<file path="src/rtl/uba_reg_decode.sv">
// uba_reg_decode: UBA backplane register-access sequencer issuing one-shot strobes and ack
module uba_reg_decode #(
  parameter logic [3:0]  ubaNUM    = 4'o1,
  parameter logic [17:0] pageBASE  = 18'o763000,
  parameter logic [17:0] statADDR  = 18'o763100,
  parameter logic [17:0] maintADDR = 18'o763101
) (
  input  logic        clk,
  input  logic        rst,
  input  logic        busREQI,
  input  logic        busIO,
  input  logic        busREAD,
  input  logic        busWRITE,
  input  logic [0:35] busADDRI,
  input  logic [0:35] busDATAI,
  input  logic [0:35] pageDATA,
  input  logic [0:35] regUBASR,
  output logic        busACKO,
  output logic [0:35] busDATAO,
  output logic [0:5]  pageADDR,
  output logic        pageREAD,
  output logic        pageWRITE,
  output logic        statusWRITE,
  output logic        maintWRITE
);
  typedef enum logic [1:0] {IDLE, ACCESS, PGRD, WAIT} state_t;
  state_t state, state_n;
  logic prd, prd_n, pg, st, mt, match;
  logic ack_n, pr_n, pw_n, sw_n, mw_n;
  logic [0:35] dato_n;
  logic [0:5] pa_n;
  logic [17:0] a;
  logic unused;
  assign unused = ^{busDATAI, busADDRI[0:13]};
  assign a = busADDRI[18:35];
  assign pg = (a >= pageBASE) && (a < pageBASE + 18'd64);
  assign st = a == statADDR;
  assign mt = a == maintADDR;
  assign match = busREQI & busIO & (busREAD ^ busWRITE) & (busADDRI[14:17] == ubaNUM) & (pg | st | mt);
  // Outputs are computed one state ahead so every strobe and ack leaves a flop
  always_comb begin
    state_n = state;
    prd_n = prd;
    pa_n = pageADDR;
    dato_n = busDATAO;
    ack_n = 1'b0;
    pr_n = 1'b0;
    pw_n = 1'b0;
    sw_n = 1'b0;
    mw_n = 1'b0;
    case (state)
      IDLE: if (match) begin
        state_n = ACCESS;
        prd_n = busREAD & pg;
        pa_n = busADDRI[30:35];
        pw_n = busWRITE & pg;
        sw_n = busWRITE & st;
        mw_n = busWRITE & mt;
        pr_n = busREAD & pg;
        ack_n = ~(busREAD & pg);
        dato_n = (busREAD & st) ? regUBASR : (busREAD & mt) ? 36'b0 : busDATAO;
      end
      ACCESS: begin
        state_n = prd ? PGRD : WAIT;
        ack_n = prd;
        dato_n = prd ? pageDATA : busDATAO;
      end
      PGRD: state_n = WAIT;
      WAIT: state_n = busREQI ? WAIT : IDLE;
      default: state_n = IDLE;
    endcase
  end
  always_ff @(posedge clk or posedge rst)
    if (rst) begin
      state <= IDLE;
      prd <= 1'b0;
      pageADDR <= '0;
      busDATAO <= '0;
      busACKO <= 1'b0;
      pageREAD <= 1'b0;
      pageWRITE <= 1'b0;
      statusWRITE <= 1'b0;
      maintWRITE <= 1'b0;
    end else begin
      state <= state_n;
      prd <= prd_n;
      pageADDR <= pa_n;
      busDATAO <= dato_n;
      busACKO <= ack_n;
      pageREAD <= pr_n;
      pageWRITE <= pw_n;
      statusWRITE <= sw_n;
      maintWRITE <= mw_n;
    end
endmodule

</file>
<file path="config.mk">
export PLATFORM = sky130hd
export DESIGN_NAME = uba_reg_decode
export DESIGN_NICKNAME = d
export VERILOG_FILES = /design/src/rtl/uba_reg_decode.sv
export SDC_FILE = /design/constraint.sdc
export NUM_CORES = 1
export LEC_CHECK = 0
export ABC_AREA = 1
export CORE_MARGIN = 4
export CORE_UTILIZATION = 39
export DETAILED_ROUTE_END_ITERATION = 8
export GPL_TIMING_DRIVEN = 0
export PLACE_DENSITY_LB_ADDON = 0.2
export SLEW_MARGIN = 40
export SYNTH_ARGS = -nofsm -noshare
export SYNTH_HDL_FRONTEND = slang
export SYNTH_SLANG_ARGS = --single-unit
export TNS_END_PERCENT = 50
</file>
<file path="constraint.sdc">
create_clock -name clk -period 3.15 [get_ports clk]
set_input_delay 0.4725 -clock clk [delete_from_list [all_inputs] [get_ports clk]]
set_output_delay 0.4725 -clock clk [all_outputs]
set_load 0.01 [all_outputs]
</file>
**Word level (Yosys, flattened, before mapping)**

Index checks and enable logic that the tools add are counted.

- Output and inout bits: 47
- Input port bits: 150
- Register bits: 50
- Word-level logic and storage cells: 58

- Muxes and demuxes: 19
- Order comparisons: 2
- Bitwise logic cells: 14
- Equal/unequal tests: 9
- Reductions and logical operators: 5

Operator list:

| cell | count |
|---|---|
| two-way mux 36 bit | 4 |
| one-hot mux 36 bit (2 select lines) | 1 |
| == test 18 bit, second input constant | 2 |
| >= comparator 18 bit, second input constant | 1 |
| less-than comparator 18 bit, second input constant | 1 |
| bitwise AND 1 bit | 10 |
| two-way mux 1 bit | 10 |
| one-hot mux 2 bit (4 select lines) | 1 |
| == test 2 bit, second input constant | 2 |
| == test 4 x 1 -> 1 bit, second input constant | 1 |
| two-way mux 2 bit | 2 |
| inequality test 2 bit, second input constant | 2 |
| AND reduction 4 bit | 1 |
| inequality test 3 bit, second input constant | 1 |
| == test 2 x 1 -> 1 bit, second input constant | 1 |
| logical NOT 2 bit | 1 |
| bitwise OR 1 bit | 2 |
| one-hot mux 1 bit (2 select lines) | 1 |
| AND reduction 2 bit | 1 |
| nonzero test 2 bit | 1 |
| logical AND 1 bit | 1 |
| NOT 1 bit | 1 |
| bitwise XOR 1 bit | 1 |

**Longest topological paths before layout**

- Depth after elaboration: 7
- Depth in mapped cells: 12
- Gate-level depth less buffers: 12

**Worst setup path after synthesis**

OpenSTA, ideal clock, no wires.

- Path type: input -> register
- From: in busADDRI[23] (netlist name)
- To: reg busDATAO[0] (netlist name)
- Data required time: 3033 ps
- Data arrival time: 1569 ps
- Library setup time: 117 ps
- Slack: 1464 ps
- Stages: 11
- Buffers on the path: 1
- Path through: nor2_1 > nand2_1 > inv_2 > nand2_1 > nor2_1 > o21ai_1 > o21ai_4 > nand2_2 > buf_2 > nand2_1 > nand2_1

- Cells in the longest elaborated chain, start to end: 7
- Elaborated cells between the ends (all ways): 16
- Those cells by class: 2 x order compare; 4 x eq/ne; 3 x mux; 5 x bitwise; 2 x reduce/logical

Ends and longest elaborated chain:

| item | line | RTL |
|---|---|---|
| from (decl) | 14 | `input logic [0:35] busADDRI,` |
| >= comparator 18 bit or less-than comparator 18 bit (tied branches) | 36 | `assign pg = (a >= pageBASE) && (a < pageBASE + 18'd64);` |
| logical AND 1 bit | 36 |  |
| bitwise OR 1 bit (2 in a row) | 39 | `assign match = busREQI & busIO & (busREAD ^ busWRITE) & (busADDRI[14:17] == ubaNUM) & (pg \| st \| mt);` |
| bitwise AND 1 bit | 39 |  |
| inequality test 2 bit (no source line) | n/a |  |
| AND reduction 4 bit (no source line) | n/a |  |
| to (signal assigned) | 88 | `busDATAO <= dato_n;` |
| to (decl) | 19 | `output logic [0:35] busDATAO,` |

Several ways; a longest one is shown, not always the timed one. The select of a mux whose other input is x is not followed.
A chain may end at the register's enable or synchronous reset.

**Worst setup path after layout**

- From: in busADDRI[29] (netlist name)
- To: reg busDATAO[10] (netlist name)

Same word-level chain as after synthesis.

==> metrics.md <==
| Metric | Value |
|---|---|
| Total track usage | 0.194 |
| Initial Util | 0.401 |
| CTS tree | built |
| Yosys warning count | 0 |
| Worst Path Max Fanout | 10 |
| Routed vias | 3242 |
| Worst path required time | ~3.3 ns |
| Slew Limit Headroom | 0.652 |
| GP Congestion | 0.798 |
| IO Pins | roughly 200 |
| Setup Skew | 0.00842 ns |
| Crit path kind | input pin to register |
| Final setup TNS | 0 ns |
| Number of port buffers | between 100 and 150 |
| DR pass1 iterations | 6 |
| First DRT Iteration DRCs | 67 |
| Sequential cell area | roughly 0.0013 mm2 |
| Synth Area per Inst | around 6.4 um2 |
| Ant diodes | 0 |
| Die Y-Extent | 94.6 um |
| Clock Tree Buf Depth | 2 |
| Core ar. | roughly 0.0073 mm2 |
| Min Tclk post-route | approximately 2.2 ns |
| Inserted Clock Buffers | 5 |
| Cell variety after synth | 18 |
| Hold/Removal Path Class | register to register |
| Util after Layout | 0.637 |
| Post-route cell area | 0.00465 mm2 |
| Grt ovf | 0 |
| Final #Nets | between 700 and 800 |
| Final slew viol count | 0 |
| Period utilisation layout | 0.684 |
| Residual DRC | 0 |
| Routed len/inst | roughly 12 um |
| Postcts setup bufs | 0 |
| Synth-to-Final Area Change | 58.8% |
| Most frequent cells in the layout | 209 x nand2_1, 146 x clkdlybuf4s50_1, 58 x inv_1, 53 x nor2_1, 50 x dfrtp_1 |
| Vias per std cell | 4.57 |
| Yosys reg bits | 50 |
| FMAX | roughly 0.46 GHz |
| Startpoint types | input pin |
| Max cap viols | 0 |
| First-pass GRT wire length | around 14 mm |
| Final Setup Violations | 0 |
| Die Wd | roughly 95 um |
| Status | complete, no violations |
| Largest net degree at the start of global routing | 28 |
| Dpl hpwl | 6.73 mm |
| Vias in the first global route | approximately 3100 |
| Final wirelength | between 8 and 9 mm |
| DIE AREA | 0.00895 mm2 |
| Mapped Area | ~0.0029 mm2 |
| Worst VDD drop | ~0.00022 V |
| FILL cells | approximately 700 |
| Endpoint type of the worst setup path | register |
| Leakage power | 0.00248 uW |
| Post-DRT Antenna Nets | 0 |
| Sequential element share of the synthesized area | 0.428 |
| Initial antenna violation count | 0 |
| # clock sinks | 50 |
| PD cells | around 500 mW/mm2 |
| Layout cell share with drive strength beyond 1 | 0.0475 |
| Final worst slack | about 1.0 ns |
| Post-CTS sizing | 0 |
| Place WS | between 0.6 and 0.7 ns |
| Crit path DAT | about 2.3 ns |
| Syn Inst Count | about 460 |
| Multi-input gate area | 0.00131 mm2 |
| Worst-Margin Slew | between 0.5 and 0.6 ns |
| Commonest non-fill, non-tap cell in the layout | nand2_1 |
| Hold-fix buffers at CTS | 0 |
| RSZ-0062 raised after global routing | false |
| H-Tree Depth | 2 |
| Clock slew at reported path FFs | 0.08 ns |
| Placed inst area | ~0.0045 mm2 |
| Mapped Nets | slightly above 600 |
| Worst-Skew Late Latency | around 0.30 ns |
| Root Buffer | clkbuf_8 |
| Hold Fails Final Rpt | 0 |
| Rows | 31 |
-- per-stage QoR --
stage | total power [uW] | hold WS (ns) | cells
6_report | 2330 | 0.476 | 709
3_5_place_dp | 1890 | 0.457 | 702
3_3_place_gp | 1870 | 0.453 | 701
2_1_floorplan | 1410 | 0.509 | 456
4_1_cts | 2350 | 0.478 | 709
5_1_grt | 2500 | 0.507 | 709
-- area by class of cell --
class	instances	share of cell area
timing repair buffer	147	0.319
buffer	22	0.0285
tap	99	0.0267
clock inverter	1	0.00646
clock buffer	6	0.0178
multi-input combinational	323	0.283
inverter	61	0.0498
sequential	50	0.269
-- power by group --
group | internal (uW) | switching, uW
Sequential | 738 | 50.3
Clock | 254 | 207
Combinational | 462 | 618
Total | 1450 | 876
-- worst max-delay path: stages --
cell	delay, ns
clkdlybuf4s50_1	0.51
nand2_1	0.07
nor2_1	0.09
nand2_1	0.05
nor2_1	0.13
o21ai_1	0.15
o21ai_4	0.30
nand2_2	0.19
buf_2	0.24
nand2_1	0.08
nand2_1	0.05
-- logic make-up after synthesis --
group                  share of synthesized area
AND/OR/NAND/NOR                            0.427
flip-flops                                 0.428
buffers and inverters                      0.124
AO/OA/AOI/OAI                             0.0218
-- per-layer routing --
metal	routed length, um	vias up	global-route usage
met5	0	-	0
met1	3620	1475	0.235
met2	4260	103	0.341
met3	676	4	0.0510
li1	-	1660	-
met4	74	0	0.0517
-- path summary, 6_finish.rpt --
kind	startpoint	endpoint	slack [ns]	cells past startpoint
setup / recovery	busADDRI[29]	busDATAO[10]$_DFFE_PP0P_	1.0	11
hold / removal	busDATAO[8]$_DFFE_PP0P_	busDATAO[8]$_DFFE_PP0P_	0.48	2
setup reg to reg	state[1]$_DFFE_PP0P_	busDATAO[10]$_DFFE_PP0P_	1.24	7
hold reg to reg	busDATAO[8]$_DFFE_PP0P_	busDATAO[8]$_DFFE_PP0P_	0.48	2
max in group asynchronous	rst	state[1]$_DFFE_PP0P_	2.22	3
min in group asynchronous	rst	busDATAO[29]$_DFFE_PP0P_	0.49	2
-- Yosys cell counts --
| master | count | area [um2] |
|---|---|---|
| buf_4 | 3 | 22.5 |
| nor2_1 | 53 | 199 |
| nor2_2 | 1 | 6.26 |
| nand3_1 | 44 | 220 |
| o21ai_1 | 1 | 5.00 |
| clkbuf_1 | 8 | 30.0 |
| o21ai_4 | 1 | 16.3 |
| a211oi_2 | 1 | 12.5 |
| inv_1 | 59 | 221 |
| buf_6 | 4 | 45.0 |
| o21ai_0 | 6 | 30.0 |
| nand4_1 | 3 | 18.8 |
| dfrtp_1 | 50 | 1250 |
| buf_2 | 7 | 35.0 |
| inv_2 | 2 | 7.51 |
| nor3_1 | 3 | 15.0 |
| nand2_2 | 1 | 6.26 |
| nand2_1 | 209 | 785 |
-- sequential cells by signal (all words and copies together) (netlist names) --
register     count
prd              1
state            2
pageWRITE        1
busDATAO        36
statusWRITE      1
maintWRITE       1
busACKO          1
pageADDR         6
pageREAD         1
(Power assumes the default switching activity.)
